[src/rtl/pc_fetch_ctrl_pkg.sv]
`default_nettype none
//------------------------------------------------------------------------------
// pc_fetch_ctrl_pkg : status codes, length limit and FSM states for the fetch PC sequencer
// Rev 1.0
//------------------------------------------------------------------------------
package pc_fetch_ctrl_pkg;

   localparam int DEFAULT_PC_W  = 48;
   localparam int MAX_INSTR_LEN = 10;

   localparam logic [2:0] STAT_AOK = 3'd1;
   localparam logic [2:0] STAT_HLT = 3'd2;
   localparam logic [2:0] STAT_ADR = 3'd3;
   localparam logic [2:0] STAT_INS = 3'd4;

   typedef enum logic [2:0] {
      ST_IDLE  = 3'd0,
      ST_FETCH = 3'd1,
      ST_HOLD  = 3'd2,
      ST_HALT  = 3'd3,
      ST_FAULT = 3'd4
   } fetch_state_e;

   function automatic logic len_legal(input logic [3:0] len);
      return (len != 4'd0) && (len <= 4'(MAX_INSTR_LEN));
   endfunction

endpackage
`default_nettype wire

[src/rtl/pc_fetch_ctrl_wait_timer.sv]
`default_nettype none
//------------------------------------------------------------------------------
// pc_fetch_ctrl_wait_timer : counts unacknowledged FETCH cycles, flags the last allowed one
// Rev 1.0
//------------------------------------------------------------------------------
module pc_fetch_ctrl_wait_timer #(
   parameter int MAX_WAIT = 15
) (
   input  logic clk,
   input  logic rst,
   input  logic clr_i,
   input  logic en_i,
   output logic expired_o
);

   localparam int CNT_W = (MAX_WAIT > 1) ? $clog2(MAX_WAIT) : 1;

   logic [CNT_W-1:0] cnt_q;
   logic [CNT_W-1:0] cnt_d;

   // Expired marks the cycle in which a missing ack must become a fault.
   assign expired_o = (cnt_q == CNT_W'(MAX_WAIT - 1));

   always_comb begin
      cnt_d = cnt_q;
      if (clr_i) begin
         cnt_d = '0;
      end else if (en_i && !expired_o) begin
         cnt_d = cnt_q + CNT_W'(1);
      end
   end

   always_ff @(posedge clk) begin
      if (rst) begin
         cnt_q <= '0;
      end else begin
         cnt_q <= cnt_d;
      end
   end

endmodule
`default_nettype wire

[src/rtl/pc_fetch_ctrl.sv]
`default_nettype none
//------------------------------------------------------------------------------
// pc_fetch_ctrl : owns the Y86 fetch PC, sequences imem requests, redirects, halt and faults
// Rev 1.0
//------------------------------------------------------------------------------
module pc_fetch_ctrl
   import pc_fetch_ctrl_pkg::*;
#(
   parameter int              PC_W      = DEFAULT_PC_W,
   parameter logic [PC_W-1:0] RESET_VEC = '0,
   parameter int              MAX_WAIT  = 15
) (
   input  logic            clk,
   input  logic            rst,
   output logic            imem_req_o,
   output logic [PC_W-1:0] imem_addr_o,
   input  logic            imem_ack_i,
   input  logic            imem_err_i,
   input  logic [3:0]      instr_len_i,
   input  logic            instr_is_halt_i,
   input  logic            stall_i,
   input  logic            redirect_valid_i,
   input  logic [PC_W-1:0] redirect_pc_i,
   output logic [PC_W-1:0] pc_o,
   output logic            fetch_valid_o,
   output logic [2:0]      stat_o
);

   fetch_state_e    state_q, state_d;
   logic [PC_W-1:0] pc_q, pc_d;
   logic [2:0]      stat_q, stat_d;
   logic            req_q;
   logic            wait_en;
   logic            wait_clr;
   logic            wait_expired;

   // Any cycle that is not a plain ack-less FETCH wait restarts the timeout window.
   assign wait_clr = ~wait_en;

   pc_fetch_ctrl_wait_timer #(
      .MAX_WAIT (MAX_WAIT)
   ) u_wait_timer (
      .clk       (clk),
      .rst       (rst),
      .clr_i     (wait_clr),
      .en_i      (wait_en),
      .expired_o (wait_expired)
   );

   always_comb begin
      state_d       = state_q;
      pc_d          = pc_q;
      stat_d        = stat_q;
      fetch_valid_o = 1'b0;
      wait_en       = 1'b0;
      case (state_q)
         ST_IDLE: begin
            if (redirect_valid_i) begin
               pc_d = redirect_pc_i;
            end else begin
               state_d = ST_FETCH;
            end
         end
         ST_FETCH: begin
            if (redirect_valid_i) begin
               pc_d    = redirect_pc_i;
               state_d = ST_IDLE;
            end else if (imem_err_i) begin
               state_d = ST_FAULT;
               stat_d  = STAT_ADR;
            end else if (imem_ack_i) begin
               if (!len_legal(instr_len_i)) begin
                  state_d = ST_FAULT;
                  stat_d  = STAT_INS;
               end else if (instr_is_halt_i) begin
                  fetch_valid_o = 1'b1;
                  state_d       = ST_HALT;
                  stat_d        = STAT_HLT;
               end else begin
                  fetch_valid_o = 1'b1;
                  pc_d          = pc_q + PC_W'(instr_len_i);
                  state_d       = stall_i ? ST_HOLD : ST_FETCH;
               end
            end else if (wait_expired) begin
               state_d = ST_FAULT;
               stat_d  = STAT_ADR;
            end else begin
               wait_en = 1'b1;
            end
         end
         ST_HOLD: begin
            if (redirect_valid_i) begin
               pc_d    = redirect_pc_i;
               state_d = ST_IDLE;
            end else if (!stall_i) begin
               state_d = ST_FETCH;
            end
         end
         default: ;
      endcase
   end

   always_ff @(posedge clk) begin
      if (rst) begin
         state_q <= ST_IDLE;
         pc_q    <= RESET_VEC;
         stat_q  <= STAT_AOK;
         req_q   <= 1'b0;
      end else begin
         state_q <= state_d;
         pc_q    <= pc_d;
         stat_q  <= stat_d;
         req_q   <= (state_d == ST_FETCH);
      end
   end

   assign imem_req_o  = req_q;
   assign imem_addr_o = pc_q;
   assign pc_o        = pc_q;
   assign stat_o      = stat_q;

endmodule
`default_nettype wire

[config.mk]
export PLATFORM = sky130hd
export DESIGN_NAME = pc_fetch_ctrl
export DESIGN_NICKNAME = d
export VERILOG_FILES = /design/src/rtl/pc_fetch_ctrl_pkg.sv /design/src/rtl/pc_fetch_ctrl_wait_timer.sv /design/src/rtl/pc_fetch_ctrl.sv
export SDC_FILE = /design/constraint.sdc
export NUM_CORES = 1
export LEC_CHECK = 0
export CORE_ASPECT_RATIO = 0.9
export CORE_MARGIN = 4
export CORE_UTILIZATION = 40
export CTS_CLUSTER_SIZE = 8
export DETAILED_ROUTE_END_ITERATION = 8
export GPL_ROUTABILITY_DRIVEN = 0
export PLACE_DENSITY = 0.74
export SLEW_MARGIN = 25
export SYNTH_ARGS = -nofsm -noshare
export SYNTH_HDL_FRONTEND = slang
export SYNTH_SLANG_ARGS = --single-unit
export TNS_END_PERCENT = 10
[constraint.sdc]
create_clock -name clk -period 2.4 [get_ports clk]
set_input_delay 0.72 -clock clk [delete_from_list [all_inputs] [get_ports clk]]
set_output_delay 0.72 -clock clk [all_outputs]
set_load 0.03 [all_outputs]
# Word-level counts from Yosys, hierarchy flattened
# Cells that the tools add are included.
# Widths: inputs -> output; s select.
totals:
  reg_bits: 59
  in_bits: 59
  out_inout_bits: 101
  elab_cells: 64
op_classes:
  n_addsub: 2
  order_cmp: 1
  eq_ne: 10
  muxes: 33
  n_bitwise: 2
  n_reduce_logical: 11
ops:
  columns: ["cell", "n"]
  rows:
  - ["$mux 48", 6]
  - ["$pmux 48 s2", 1]
  - ["$add 48x4->48", 1]
  - ["$mux 3", 13]
  - ["$ne 3x3->1 const B", 4]
  - ["$mux 1", 10]
  - ["$pmux 3 s3", 1]
  - ["$eq 3x1->1 const B", 2]
  - ["$reduce_and 6->1", 1]
  - ["$add 4x1->4 const B", 1]
  - ["$eq 4x4->1 const B", 1]
  - ["$le 4x4->1 const B", 1]
  - ["$mux 2", 2]
  - ["$ne 4x4->1 const B", 1]
  - ["$reduce_and 4->1", 1]
  - ["$reduce_bool 4->1", 1]
  - ["$reduce_or 2->1", 2]
  - ["$eq 3x2->1 const B", 1]
  - ["$logic_not 3->1", 1]
  - ["$reduce_bool 3->1", 1]
  - ["$logic_and 1x1->1", 2]
  - ["$ne 2x1->1 const B", 1]
  - ["$not 1->1", 2]
  - ["$reduce_bool 2->1", 1]
  - ["$logic_not 1->1", 1]

# Depth between registers and ports, before layout
depth:
  ltp_word: 8
  mapped_depth: 9
  depth_no_buf: 8

# Cells and area by module
# From an unflattened synthesis, not the netlist that was laid out.
hier_totals:
  hier_cells: 558
  hier_area_um2: 4222.8
modules_own_cells:
  columns: ["mod", "instances", "cells_each", "area_per_inst_um2", "seq_area_each_um2"]
  rows:
  - ["pc_fetch_ctrl", 1, 534, 4006.3, 1101.1]
  - ["pc_fetch_ctrl_wait_timer", 1, 24, 216.5, 80.1]

# Worst setup path before layout
# Ideal clock, no wire load.
synth_path:
  path_kind: "in2reg"
  from: "input instr_len_i[0]"
  to: "register pc_q[44] (netlist: imem_addr_o[44])"
  setup_time_ns: 0.131
  t_arrival_ns: 2.431
  t_required_ns: 2.269
  path_slack_ns: -0.162
  stages: 9
  path_buffers: 1
  cell_sequence: "ha_1 > fa_1 > a211oi_1 > nor4_1 > nand4_1 > clkbuf_1 > nor4_1 > a211oi_1 > o31ai_1"
synth_via:
  elab_chain_len: 7
  elab_cells_between_ends: 12
  cone_classes: "add/sub (1); order compare (1); eq/ne (1); mux (6); reduce/logical (3)"
synth_lines:
  columns: ["element", "line", "text"]
  rows:
  - ["start, declared", "pc_fetch_ctrl.sv:19", "input logic [3:0] instr_len_i,"]
  - ["$add 48x4->48", "pc_fetch_ctrl.sv:81", "pc_d = pc_q + PC_W'(instr_len_i);"]
  - ["$mux 48", "pc_fetch_ctrl.sv:75", "end else if (instr_is_halt_i) begin"]
  - ["$mux 48", "pc_fetch_ctrl.sv:72", "if (!len_legal(instr_len_i)) begin"]
  - ["$mux 48", "pc_fetch_ctrl.sv:71", "end else if (imem_ack_i) begin"]
  - ["$mux 48", "pc_fetch_ctrl.sv:68", "end else if (imem_err_i) begin"]
  - ["$mux 48", "pc_fetch_ctrl.sv:65", "if (redirect_valid_i) begin"]
  - ["$pmux 48 s2", "pc_fetch_ctrl.sv:56", "case (state_q)"]
  - ["end signal, assigned", "pc_fetch_ctrl.sv:111", "pc_q <= pc_d;"]
  - ["end, declared", "pc_fetch_ctrl.sv:30", "logic [PC_W-1:0] pc_q, pc_d;"]
# Several ways; a longest one is shown, not always the timed one. The select of a mux whose other input is x is not followed.
# A chain may end at the register's enable or synchronous reset.

# Worst setup path in the final report
layout_path:
  from: "input instr_len_i[0]"
  to: "output fetch_valid_o"
layout_via:
  elab_chain_len: 7
  elab_cells_between_ends: 8
  cone_classes: "order compare (1); mux (5); reduce/logical (2)"
layout_lines:
  columns: ["element", "line", "text"]
  rows:
  - ["$le 4x4->1 / $reduce_bool 4->1 (equally long branches)", "pc_fetch_ctrl_pkg.sv:25", "return (len != 4'd0) && (len <= 4'(MAX_INSTR_LEN));"]
  - ["$logic_and 1x1->1 (*)", "pc_fetch_ctrl_pkg.sv:25", null]
  - ["$mux 1 (*)", "pc_fetch_ctrl.sv:72", null]
  - ["$mux 1 (*)", "pc_fetch_ctrl.sv:71", null]
  - ["$mux 1 (*)", "pc_fetch_ctrl.sv:68", null]
  - ["$mux 1 (*)", "pc_fetch_ctrl.sv:65", null]
  - ["$mux 1 (*)", "pc_fetch_ctrl.sv:56", null]
  - ["end, declared", "pc_fetch_ctrl.sv:25", "output logic fetch_valid_o,"]
# Every way passes the cells marked *; elsewhere a longest branch is shown, timed or not.

==> reports/results.txt <==
Die width: 115 um
Worst-Margin Slew: 0.692 ns
Cell variety after synth: 59
Ys async rst share: 0%
Critical Path Start Type: input port
Final hold slack: 0.472 ns
PwrDens: 569 mW/mm^2
First drt pass iteration count: 5
Worst skew pair latency: 0.33 ns
P_leak: 0.00234 uW
Part of the cycle the worst path needs: 97.1%
R2R Setup Slk: 0.18 ns
Final nets: 764
Worst relative slew slack: 53.4%
Wire length on met2: 6.97 mm
Met3 wire len: 1.08 mm
Antenna violations before repair: 0
Wire length per cell: 17.7 um
Worst EP arrival: 1.61 ns
RSZ-0062 raised after global routing: true
Synth area leaders: dfxtp_1 29%, buf_4 8.8%, a21oi_1 7.0%, o21ai_0 4.6%, nor2_1 4.5%
Drt total wl: 14.7 mm
Root Driver: clkbuf_16
Congestion Overflow GR: 0
CP cell instances: buf_2 -> a21o_1 -> a21oi_2 -> nand2_2 -> nor2_4 -> buf_6
Yosys Warn Count: 0
Top FF cell, synth: dfxtp_1
Most common cell after layout, fill and taps aside: clkdlybuf4s50_1
Synth Instances: 548
#FFs+latches synth: 59
GRT Total Usage: 23.6%
Crit path launch: instr_len_i[0]
WP data required: 1.68 ns
Final setup vio count: 0
Port Buffers: 159
Syn nets: 614
Number of clock sinks: 59
Fmax: 429 MHz
Crit path kind: in2out
Endpoint of the worst setup timing path: fetch_valid_o
Critical path depth: 6
I/O pins: 160
CTS Buf Count: 9
Vias: 4788
Num rows: 34
R2r endpoint: imem_addr_o[47]
Filler cells: 858
1st-iter DRT viols: 349
Area growth syn-to-layout: 53.1%
MaxCap Viol Count: 0
Hold Fails Final Rpt: 0
Largest net degree at the start of global routing: 29
N_diodes: 0
R2r worst-path depth: 7
Post-synth EDFFs: 0
Core Area: 0.00983 mm^2
Layout Cells excl Fill: 828
Total die area: 0.0119 mm^2
Placed insts: 808
DR vias/cell: 5.78
Vias in the first global route: 4672
Slowest-stage cell, CP: a21o_1
Avg Inst Size Synth: 7.47 um^2
CTS max path bufs: 2
First-pass GRT wire length: 23.3 mm
Largest stage delay on the critical path: 0.22 ns
Critical path peak fanout: 3
Fin util: 63.8%
Setup crit end kind: primary output
Seq/Total Area, Yosys: 28.8%
Outcome: completed
Post-route DRC: 0
Leading area contributor after synthesis: dfxtp_1
HP Class: reg2reg
Final Critical Period: 2.33 ns
Initial Util: 41.7%
Synth Cell Area: 0.00410 mm^2
CTS tree: done
Routed metal-1 wire length: 6.45 mm
Post-DP HPWL: 10.6 mm
Worst r2r src: imem_addr_o[18]
Pins Over Slew Limit: 0
Post-synth top area share: 28.8%
Crit path max-delay family: compound AO/OA/AOI/OAI gates
Worst VDD drop: 297 uV
Most frequent cells in the layout: 150 x clkdlybuf4s50_1, 59 x dfxtp_1, 56 x a21oi_1
Clk slew on worst S/H paths: 0.05 ns
Clk_skew: 0.00590 ns
Share of cells above drive strength 1: 15.8%
Die height: 104 um
Top sig layer: met4
Antenna Nets Post-Route: 0
H-tree depth: 3
Crit path buffers/inverters: 2
-- where the power goes --
part           internal [uW]  total [uW]  switching, uW
logic                    534        1160            626
clock network            774        1220            448
registers               1060        1190            131
-- layout make-up --
cell class | instances | area, um^2 | area share, %
repair buffers | 220 | 2090 | 33.4
inverters | 11 | 41.3 | 0.659
well taps | 126 | 158 | 2.51
flip-flops and latches | 59 | 1180 | 18.8
multi-input cells | 397 | 2520 | 40.1
clock inverters | 2 | 10.0 | 0.160
clock buffers | 13 | 270 | 4.31
-- worst min-delay path by stage --
stage / start / endpoint / cells past startpoint
floorplan: u_wait_timer.cnt_q[0] / u_wait_timer.cnt_q[0] / 1
global placement: u_wait_timer.cnt_q[0] / u_wait_timer.cnt_q[0] / 1
detailed placement: u_wait_timer.cnt_q[0] / u_wait_timer.cnt_q[0] / 1
CTS: u_wait_timer.cnt_q[0] / u_wait_timer.cnt_q[0] / 1
global route: u_wait_timer.cnt_q[0] / u_wait_timer.cnt_q[0] / 1
finish: u_wait_timer.cnt_q[0] / u_wait_timer.cnt_q[0] / 1
-- cells by family (layout without fill, tap and decap cells) --
group           count (synthesis)  count (layout)  synth area share (%)
compound gates                187             187                  29.3
mux                             3               3                 0.733
flops                          59              59                  28.8
buf+inv                        92             246                  13.2
xor+xnor                        5               5                  1.07
simple gates                  195             195                  24.6
fa+ha+maj                       7               7                  2.32
-- stage by stage --
step                area [um^2]  worst slack [ns]  setup TNS [ns]  total power (uW)
global route               6270          -0.00914        -0.00914              3710
floorplan                  4110            0.0107               0              1860
detailed placement         5850            -0.684          -23.60              2340
CTS                        6210           0.00819               0              3570
finish                     6270            0.0708               0              3570
global placement           5850            -0.601          -21.24              2310
-- sequential cells by signal, indices dropped and copies added, names as in the netlist --
signal,cells
imem_addr_o,48
imem_req_o,1
stat_o,3
u_wait_timer.cnt_q,4
state_q,3
-- what timing repair did --
item | CTS | global route
endpoints found under the hold margin | 0 | 0
resized for setup | 32 | 14
gates cloned | 0 | 1
buffers inserted | 4 | 0
hold buffers | 0 | 0
pin swaps | 6 | 4
endpoints found under the setup margin | 49 | 32
-- per-layer routing --
| metal | global-route usage, % | vias up |
|---|---|---|
| met1 | 32.4 | 2275 |
| li1 | - | 2280 |
| met3 | 5.82 | 18 |
| met5 | 0 | - |
| met2 | 37.3 | 215 |
| met4 | 5.09 | 0 |
-- cells in the mapped netlist (all sizes together) (3+ instances only) --
cell type,count
nand2,47
o31ai,11
a21oi,57
nand2b,4
ha,6
a31oi,6
o31a,3
nor3,15
buf,54
and4,3
o21ai,38
a211oi,8
a21o,9
a32o,3
clkbuf,27
o32ai,6
nand4,16
o21a,6
mux2i,3
nor4,12
o211ai,6
and3,11
inv,11
a311oi,3
a22oi,11
o22ai,6
nand3,20
dfxtp,59
nor2b,8
xnor2,3
nor2,49
Power figures use the tool's default switching activity.
